==> src/rtl/peripheral_dbg_pu_riscv_pkg.sv <==
// Shared types for the debug-bridge burst sequencer: FSM states, beat sizes,
// and the shift that moves right-aligned write data to the BIU's MSB lanes.
package peripheral_dbg_pu_riscv_pkg;

   typedef enum logic [2:0] {
      ST_IDLE,
      ST_FETCH,
      ST_STROBE,
      ST_WAIT,
      ST_PUSH,
      ST_DONE
   } burst_state_e;

   localparam logic [3:0] WSIZE_1 = 4'd1;
   localparam logic [3:0] WSIZE_2 = 4'd2;
   localparam logic [3:0] WSIZE_4 = 4'd4;
   localparam logic [3:0] WSIZE_8 = 4'd8;

   // A beat as wide as (or wider than) the bus needs no shift.
   function automatic int unsigned wdata_shift(int unsigned dw, logic [3:0] size);
      int unsigned bits;
      case (size)
         WSIZE_1: bits = 8;
         WSIZE_2: bits = 16;
         WSIZE_4: bits = 32;
         WSIZE_8: bits = 64;
         default: bits = dw;
      endcase
      return (bits >= dw) ? 0 : dw - bits;
   endfunction

endpackage

==> src/rtl/peripheral_dbg_pu_riscv_bb_burst_if.sv <==
// Command, beat-stream and BIU signals of the burst sequencer.
// slave = the sequencer, master = the debug bus module plus the BIU.
interface peripheral_dbg_pu_riscv_bb_burst_if #(
   parameter int ADDR_WIDTH = 32,
   parameter int DATA_WIDTH = 32,
   parameter int CNT_WIDTH  = 16
);
   logic                  cmd_valid;
   logic                  cmd_ready;
   logic                  cmd_write;
   logic [ADDR_WIDTH-1:0] cmd_addr;
   logic [3:0]            cmd_word_size;
   logic [CNT_WIDTH-1:0]  cmd_count;
   logic                  abort;
   logic                  wr_valid;
   logic                  wr_ready;
   logic [DATA_WIDTH-1:0] wr_data;
   logic                  rd_valid;
   logic                  rd_ready;
   logic [DATA_WIDTH-1:0] rd_data;
   logic                  busy;
   logic                  done;
   logic                  err;
   logic                  biu_strb;
   logic                  biu_rw;
   logic [ADDR_WIDTH-1:0] biu_addr;
   logic [DATA_WIDTH-1:0] biu_di;
   logic [3:0]            biu_word_size;
   logic [DATA_WIDTH-1:0] biu_do;
   logic                  biu_rdy;
   logic                  biu_err;

   modport slave (
      input  cmd_valid, cmd_write, cmd_addr, cmd_word_size, cmd_count, abort,
             wr_valid, wr_data, rd_ready, biu_do, biu_rdy, biu_err,
      output cmd_ready, wr_ready, rd_valid, rd_data, busy, done, err,
             biu_strb, biu_rw, biu_addr, biu_di, biu_word_size
   );

   modport master (
      output cmd_valid, cmd_write, cmd_addr, cmd_word_size, cmd_count, abort,
             wr_valid, wr_data, rd_ready, biu_do, biu_rdy, biu_err,
      input  cmd_ready, wr_ready, rd_valid, rd_data, busy, done, err,
             biu_strb, biu_rw, biu_addr, biu_di, biu_word_size
   );
endinterface

==> src/rtl/peripheral_dbg_pu_riscv_bb_burst.sv <==
// Burst sequencer: expands one debug-bus command into `count` single BIU
// accesses, streaming write beats in and read beats out.
//
// state  | meaning
// IDLE   | cmd_ready high, waiting for a command
// FETCH  | wr_ready high, waiting for the next write beat
// STROBE | biu_strb high until the BIU takes it
// WAIT   | access outstanding, waiting for biu_rdy
// PUSH   | read beat held on rd_data until rd_ready
// DONE   | one-cycle done pulse, then back to IDLE
module peripheral_dbg_pu_riscv_bb_burst
   import peripheral_dbg_pu_riscv_pkg::*;
#(
   parameter int ADDR_WIDTH = 32,
   parameter int DATA_WIDTH = 32,
   parameter int CNT_WIDTH  = 16
) (
   input  logic biu_clk,
   input  logic biu_rstn,
   peripheral_dbg_pu_riscv_bb_burst_if.slave bus
);

   burst_state_e          state_q;
   logic [ADDR_WIDTH-1:0] addr_q;
   logic [3:0]            size_q;
   logic                  rw_q;
   logic [CNT_WIDTH-1:0]  cnt_q;
   logic [DATA_WIDTH-1:0] di_q;
   logic [DATA_WIDTH-1:0] rd_data_q;
   logic                  rd_valid_q;
   logic                  wr_ready_q;
   logic                  cmd_ready_q;
   logic                  strb_q;
   logic                  busy_q;
   logic                  done_q;
   logic                  err_q;
   logic                  abort_q;

   logic [ADDR_WIDTH-1:0] addr_d;
   logic [CNT_WIDTH-1:0]  cnt_d;
   logic [DATA_WIDTH-1:0] di_d;

   assign addr_d = addr_q + ADDR_WIDTH'(size_q);
   assign cnt_d  = cnt_q - CNT_WIDTH'(1);
   assign di_d   = bus.wr_data << wdata_shift(DATA_WIDTH, size_q);

   always_ff @(posedge biu_clk or negedge biu_rstn) begin
      if (!biu_rstn) begin
         state_q     <= ST_IDLE;
         addr_q      <= '0;
         size_q      <= '0;
         rw_q        <= 1'b0;
         cnt_q       <= '0;
         di_q        <= '0;
         rd_data_q   <= '0;
         rd_valid_q  <= 1'b0;
         wr_ready_q  <= 1'b0;
         cmd_ready_q <= 1'b1;
         strb_q      <= 1'b0;
         busy_q      <= 1'b0;
         done_q      <= 1'b0;
         err_q       <= 1'b0;
         abort_q     <= 1'b0;
      end else begin
         case (state_q)
            ST_IDLE: begin
               if (bus.cmd_valid && cmd_ready_q) begin
                  addr_q      <= bus.cmd_addr;
                  size_q      <= bus.cmd_word_size;
                  rw_q        <= ~bus.cmd_write;
                  cnt_q       <= bus.cmd_count;
                  err_q       <= 1'b0;
                  abort_q     <= 1'b0;
                  cmd_ready_q <= 1'b0;
                  busy_q      <= 1'b1;
                  if (bus.cmd_count == '0) begin
                     state_q <= ST_DONE;
                     done_q  <= 1'b1;
                  end else if (bus.cmd_write) begin
                     state_q    <= ST_FETCH;
                     wr_ready_q <= 1'b1;
                  end else begin
                     state_q <= ST_STROBE;
                     strb_q  <= 1'b1;
                  end
               end
            end
            ST_FETCH: begin
               if (bus.abort) begin
                  wr_ready_q <= 1'b0;
                  state_q    <= ST_DONE;
                  done_q     <= 1'b1;
               end else if (bus.wr_valid) begin
                  di_q       <= di_d;
                  wr_ready_q <= 1'b0;
                  strb_q     <= 1'b1;
                  state_q    <= ST_STROBE;
               end
            end
            ST_STROBE: begin
               // If the BIU takes the strobe on the abort edge the access is
               // already in flight, so it must still be waited out.
               if (strb_q && bus.biu_rdy) begin
                  strb_q  <= 1'b0;
                  abort_q <= bus.abort;
                  state_q <= ST_WAIT;
               end else if (bus.abort) begin
                  strb_q  <= 1'b0;
                  state_q <= ST_DONE;
                  done_q  <= 1'b1;
               end
            end
            ST_WAIT: begin
               if (bus.biu_rdy) begin
                  err_q  <= err_q | bus.biu_err;
                  addr_q <= addr_d;
                  cnt_q  <= cnt_d;
                  if (abort_q || bus.abort) begin
                     state_q <= ST_DONE;
                     done_q  <= 1'b1;
                  end else if (rw_q) begin
                     rd_data_q  <= bus.biu_do;
                     rd_valid_q <= 1'b1;
                     state_q    <= ST_PUSH;
                  end else if (cnt_d == '0) begin
                     state_q <= ST_DONE;
                     done_q  <= 1'b1;
                  end else begin
                     wr_ready_q <= 1'b1;
                     state_q    <= ST_FETCH;
                  end
               end else if (bus.abort) begin
                  abort_q <= 1'b1;
               end
            end
            ST_PUSH: begin
               if (bus.abort) begin
                  rd_valid_q <= 1'b0;
                  state_q    <= ST_DONE;
                  done_q     <= 1'b1;
               end else if (bus.rd_ready) begin
                  rd_valid_q <= 1'b0;
                  if (cnt_q == '0) begin
                     state_q <= ST_DONE;
                     done_q  <= 1'b1;
                  end else begin
                     strb_q  <= 1'b1;
                     state_q <= ST_STROBE;
                  end
               end
            end
            ST_DONE: begin
               done_q      <= 1'b0;
               busy_q      <= 1'b0;
               cmd_ready_q <= 1'b1;
               abort_q     <= 1'b0;
               state_q     <= ST_IDLE;
            end
            default: state_q <= ST_IDLE;
         endcase
      end
   end

   assign bus.cmd_ready     = cmd_ready_q;
   assign bus.wr_ready      = wr_ready_q;
   assign bus.rd_valid      = rd_valid_q;
   assign bus.rd_data       = rd_data_q;
   assign bus.busy          = busy_q;
   assign bus.done          = done_q;
   assign bus.err           = err_q;
   assign bus.biu_strb      = strb_q;
   assign bus.biu_rw        = rw_q;
   assign bus.biu_addr      = addr_q;
   assign bus.biu_di        = di_q;
   assign bus.biu_word_size = size_q;

endmodule
==> src/flat_wrapper.sv <==
// flat-port wrapper written by rule: the top's interface ports become plain ports
module peripheral_dbg_pu_riscv_bb_burst_flat import peripheral_dbg_pu_riscv_pkg::*;
#(
   parameter int ADDR_WIDTH = 32,
   parameter int DATA_WIDTH = 32,
   parameter int CNT_WIDTH  = 16
)
  (biu_clk, biu_rstn, bus_cmd_valid, bus_cmd_write, bus_cmd_addr, bus_cmd_word_size, bus_cmd_count, bus_abort, bus_wr_valid, bus_wr_data, bus_rd_ready, bus_biu_do, bus_biu_rdy, bus_biu_err, bus_cmd_ready, bus_wr_ready, bus_rd_valid, bus_rd_data, bus_busy, bus_done, bus_err, bus_biu_strb, bus_biu_rw, bus_biu_addr, bus_biu_di, bus_biu_word_size);
  peripheral_dbg_pu_riscv_bb_burst_if #(.ADDR_WIDTH(ADDR_WIDTH), .DATA_WIDTH(DATA_WIDTH), .CNT_WIDTH(CNT_WIDTH)) bus_i ();
  input  logic biu_clk;
  input  logic biu_rstn;
  input wire logic [$bits(bus_i.cmd_valid)-1:0] bus_cmd_valid;
  input wire logic [$bits(bus_i.cmd_write)-1:0] bus_cmd_write;
  input wire logic [$bits(bus_i.cmd_addr)-1:0] bus_cmd_addr;
  input wire logic [$bits(bus_i.cmd_word_size)-1:0] bus_cmd_word_size;
  input wire logic [$bits(bus_i.cmd_count)-1:0] bus_cmd_count;
  input wire logic [$bits(bus_i.abort)-1:0] bus_abort;
  input wire logic [$bits(bus_i.wr_valid)-1:0] bus_wr_valid;
  input wire logic [$bits(bus_i.wr_data)-1:0] bus_wr_data;
  input wire logic [$bits(bus_i.rd_ready)-1:0] bus_rd_ready;
  input wire logic [$bits(bus_i.biu_do)-1:0] bus_biu_do;
  input wire logic [$bits(bus_i.biu_rdy)-1:0] bus_biu_rdy;
  input wire logic [$bits(bus_i.biu_err)-1:0] bus_biu_err;
  output wire logic [$bits(bus_i.cmd_ready)-1:0] bus_cmd_ready;
  output wire logic [$bits(bus_i.wr_ready)-1:0] bus_wr_ready;
  output wire logic [$bits(bus_i.rd_valid)-1:0] bus_rd_valid;
  output wire logic [$bits(bus_i.rd_data)-1:0] bus_rd_data;
  output wire logic [$bits(bus_i.busy)-1:0] bus_busy;
  output wire logic [$bits(bus_i.done)-1:0] bus_done;
  output wire logic [$bits(bus_i.err)-1:0] bus_err;
  output wire logic [$bits(bus_i.biu_strb)-1:0] bus_biu_strb;
  output wire logic [$bits(bus_i.biu_rw)-1:0] bus_biu_rw;
  output wire logic [$bits(bus_i.biu_addr)-1:0] bus_biu_addr;
  output wire logic [$bits(bus_i.biu_di)-1:0] bus_biu_di;
  output wire logic [$bits(bus_i.biu_word_size)-1:0] bus_biu_word_size;
  assign bus_i.cmd_valid = bus_cmd_valid;
  assign bus_i.cmd_write = bus_cmd_write;
  assign bus_i.cmd_addr = bus_cmd_addr;
  assign bus_i.cmd_word_size = bus_cmd_word_size;
  assign bus_i.cmd_count = bus_cmd_count;
  assign bus_i.abort = bus_abort;
  assign bus_i.wr_valid = bus_wr_valid;
  assign bus_i.wr_data = bus_wr_data;
  assign bus_i.rd_ready = bus_rd_ready;
  assign bus_i.biu_do = bus_biu_do;
  assign bus_i.biu_rdy = bus_biu_rdy;
  assign bus_i.biu_err = bus_biu_err;
  assign bus_cmd_ready = bus_i.cmd_ready;
  assign bus_wr_ready = bus_i.wr_ready;
  assign bus_rd_valid = bus_i.rd_valid;
  assign bus_rd_data = bus_i.rd_data;
  assign bus_busy = bus_i.busy;
  assign bus_done = bus_i.done;
  assign bus_err = bus_i.err;
  assign bus_biu_strb = bus_i.biu_strb;
  assign bus_biu_rw = bus_i.biu_rw;
  assign bus_biu_addr = bus_i.biu_addr;
  assign bus_biu_di = bus_i.biu_di;
  assign bus_biu_word_size = bus_i.biu_word_size;
  peripheral_dbg_pu_riscv_bb_burst #(.ADDR_WIDTH(ADDR_WIDTH), .DATA_WIDTH(DATA_WIDTH), .CNT_WIDTH(CNT_WIDTH)) u_core (.biu_clk(biu_clk), .biu_rstn(biu_rstn), .bus(bus_i));
endmodule
==> config.mk <==
export PLATFORM = sky130hd
export DESIGN_NAME = peripheral_dbg_pu_riscv_bb_burst_flat
export DESIGN_NICKNAME = d
export VERILOG_FILES = /design/src/rtl/peripheral_dbg_pu_riscv_pkg.sv /design/src/rtl/peripheral_dbg_pu_riscv_bb_burst_if.sv /design/src/rtl/peripheral_dbg_pu_riscv_bb_burst.sv /design/src/flat_wrapper.sv
export SDC_FILE = /design/constraint.sdc
export NUM_CORES = 1
export LEC_CHECK = 0
export CAP_MARGIN = 15
export CORE_UTILIZATION = 51
export DETAILED_ROUTE_END_ITERATION = 8
export MAX_ROUTING_LAYER = met4
export PLACE_DENSITY = 0.87
export SETUP_SLACK_MARGIN = 0.5
export SLEW_MARGIN = 20
export SYNTH_ARGS = -nofsm -noshare
export SYNTH_HDL_FRONTEND = slang
export SYNTH_SLANG_ARGS = --single-unit
==> constraint.sdc <==
create_clock -name biu_clk -period 4.8 [get_ports biu_clk]
set_clock_uncertainty 0.05 [all_clocks]
set_input_delay 0.96 -clock biu_clk [delete_from_list [all_inputs] [get_ports biu_clk]]
set_output_delay 0.96 -clock biu_clk [all_outputs]
set_load 0.03 [all_outputs]
==> reports/summary.txt <==
RSZ-0062 raised after global routing: no
power per cell area: 698.9 mW/mm^2
Critical Path, Cell by Cell: nor4b_4 > buf_4 > clkinv_1 > ha_1 > nand3b_1 > mux2i_1 > o21ai_0 > a22o_1
Max Freq: 282.4 MHz
most used flip-flop cell after synthesis: sky130_fd_sc_hd__dfrtp_1
number of max-slew violations in the final report: 0
Layout Nets: 1100
clock tree root driver cell: sky130_fd_sc_hd__clkbuf_16
via count of the first global-routing pass: 6827
cell types occupying the most area after synthesis: sky130_fd_sc_hd__dfrtp_1 44%, sky130_fd_sc_hd__mux2_2 4.8%, sky130_fd_sc_hd__mux2i_1 3.8%
Clock Tree Buf Depth: 2
Placed Area: 0.009673 mm^2
Yosys top cell area share: 43.52%
number of storage elements in the synthesis netlist: 128
Worst path slowest cell: sky130_fd_sc_hd__nand3b_1
delay-heaviest family, CP: simple AND/OR/NAND/NOR gates
Global Route Usage Sum: 32.93%
Std-Cell Rows: 43
Worst setup EP type: register
drt initial violations: 673
total of hold buffers inserted after clock tree synthesis: 0
CTS tree: built
cell count after synthesis: 761
diode insertion count for antenna repair: 0
number of setup violations in the final report: 0
M1 GR Usage: 40.43%
Worst Reg2Reg Path Length in Cells: 8
number of flops mapped to enable cells by yosys: 0
via count: 7252
most used standard cells in the synthesized netlist: 127 x sky130_fd_sc_hd__dfrtp_1, 72 x sky130_fd_sc_hd__nand2_1, 56 x sky130_fd_sc_hd__o21ai_0
Skew-Pair Late Insertion Delay: 0.42 ns
pin count of the biggest net entering global routing: 75
number of buffer and inverter instances along the worst setup path: 2
clock buffer count from CTS: 17
number of antenna violations at the first check in global routing: 0
worst slew slack as a fraction of its limit: 29.93%
worst-case vdd ir drop: 0.0004324 V
total grt overflow: 0
class of the tightest hold or removal check: register to register
Final Cycle Share: 73.78%
initial cell density of the core: 52.40%
global routing met2 resource utilization: 51.56%
sum of negative setup slack: 0 ns
core area: 0.01393 mm^2
height of the die: 121.7 um
net count of the mapped netlist: 894
HPWL Detailed: 16700 um
met3 usage: 7.584%
Setup Fix Bufs, Post-CTS: 0
routability congestion estimate: 0.9005
data arrival at the endpoint of the critical path: 3.80 ns
post-detailed-route via-to-cell ratio: 6.252
detailed-routing iteration count for the pre-antenna-repair pass: 8
Die ar.: 0.01480 mm^2
endpoint required time on the critical path: 5.06 ns
number of cells on the critical path: 8
CTS H-tree depth: 4
ratio of cells with drive above 1 in the final layout: 10.41%
post-layout total power: 7.198 mW
most common cell in the synthesized netlist: sky130_fd_sc_hd__dfrtp_1
wire length of the first global-routing pass: 36220 um
hold-critical path depth: 2
routed length per instance: 19.94 um
type of the setup path with the least slack: register to register
Buffers on Ports: 232
mean cell area of the mapped netlist: 9.595 um^2
WL final: 23130 um
Cell variety after synth: 81
outcome: complete, no violations
Final Hold Fails: 0
transition time at the pin with the least slew margin: 1.048 ns
global route hottest layer: met2
post-synthesis sequential area ratio: 43.88%
total clock sinks: 128
netlist area before placement: 0.007302 mm^2
number of warnings issued by yosys: 0
max-cap viol count: 0
Antenna Nets Post-Route: 0
cell accounting for the most synthesized area: sky130_fd_sc_hd__dfrtp_1
highest cell delay on the worst timing path: 0.71 ns
largest fanout of any net on the critical path: 27
area grow syn2layout: 41.04%
Leakage: 4.264 nW
CP startpoint kind: register
Gates resized, CTS repair: 0
final standard cell area without fillers: 0.01030 mm^2
Final min period: 3.542 ns
post-route DRC violation count: 0
final cell utilization of the core: 73.91%
share of synthesized flip-flops with an asynchronous set or reset: 100.0%
DIE WIDTH: 121.7 um
clock-pin transition on the worst setup and hold timing paths: 0.06 ns
count of pins on the block boundary: 233
-- power by group --
part / switching, mW / internal, mW / total (mW)
combinational: 2.16 / 1.55 / 3.71
clock: 0.515 / 0.839 / 1.35
sequential: 0.560 / 1.57 / 2.13
-- logic make-up after synthesis --
family                     after synthesis  synth area share, %
DFF                                    128                43.88
xor gates and xnor gates                 5               0.5998
and+or+nand+nor                        258                18.76
adders and majority gates                8                1.474
muxes                                   64                9.390
buffers and inverters                   77                4.832
AOI/OAI and AO/OA                      221                21.06
-- layout by cell type (no fill, tap or decap), types with 18 or more instances in the layout --
cell | Yosys | final
sky130_fd_sc_hd__a21oi_1 | 43 | 42
sky130_fd_sc_hd__clkdlybuf4s50_1 | 0 | 231
sky130_fd_sc_hd__dfrtp_1 | 127 | 127
sky130_fd_sc_hd__inv_1 | 21 | 21
sky130_fd_sc_hd__mux2_2 | 31 | 31
sky130_fd_sc_hd__mux2i_1 | 28 | 28
sky130_fd_sc_hd__nand2_1 | 72 | 72
sky130_fd_sc_hd__nand3_1 | 18 | 18
sky130_fd_sc_hd__nand4_1 | 18 | 18
sky130_fd_sc_hd__nor2_1 | 50 | 50
sky130_fd_sc_hd__nor3_1 | 18 | 18
sky130_fd_sc_hd__o21ai_0 | 56 | 56
-- cell type report --
| class | count | area, um^2 |
|---|---|---|
| clock inverter | 14 | 182.7 |
| timing repair buffer | 242 | 2395 |
| fill | 978 | 3636 |
| clock buffer | 18 | 439.2 |
| tap | 180 | 225.2 |
| sequential | 128 | 3204 |
| inverter | 22 | 82.58 |
| multi-input combinational | 556 | 3770 |
-- path summary, 6_finish.rpt --
path / startpoint / to / slack, ns
setup / recovery: u_core.bus.biu_word_size[1]$_DFFE_PN0P_ / u_core.bus.biu_di[20]$_DFFE_PN0P_ / 1.26
hold / removal: u_core.bus.busy$_DFFE_PN0P_ / u_core.bus.busy$_DFFE_PN0P_ / 0.43
setup reg to reg: u_core.bus.biu_word_size[1]$_DFFE_PN0P_ / u_core.bus.biu_di[20]$_DFFE_PN0P_ / 1.26
hold reg to reg: u_core.bus.busy$_DFFE_PN0P_ / u_core.bus.busy$_DFFE_PN0P_ / 0.43
max in group asynchronous: biu_rstn / u_core.bus.rd_data[25]$_DFFE_PN0P_ / 3.07
min in group asynchronous: biu_rstn / u_core.bus.biu_di[1]$_DFFE_PN0P_ / 0.62
-- flip-flops by register name, indices dropped and copies added, names as in the netlist, 3 cells and up --
name / flops
u_core.cnt_q: 16
u_core.state_q: 3
u_core.bus.biu_addr: 32
u_core.bus.rd_data: 32
u_core.bus.biu_word_size: 4
u_core.bus.biu_di: 32
-- worst min-delay path, stage by stage (launching register included) --
cell and delay [ns]:
sky130_fd_sc_hd__dfrtp_1 0.34, sky130_fd_sc_hd__nand2_1 0.05, sky130_fd_sc_hd__nand2_1 0.06
-- per-layer routing --
metal	part of all wire [%]	vias to the layer above
li1	-	3283
met1	38	3472
met2	48	433
met3	9.3	64
met4	4.0	0
met5	0	-
-- metrics by stage --
stage          hold slack (ns)  setup WS [ns]  std cells
6_report                0.4328          1.258       1160
5_1_grt                 0.4614          1.014       1160
4_1_cts                 0.4391          1.282       1160
3_5_place_dp            0.4257          1.268       1128
3_3_place_gp            0.4155          1.417       1128
2_1_floorplan           0.4207          1.878        761
(Power assumes the default switching activity.)
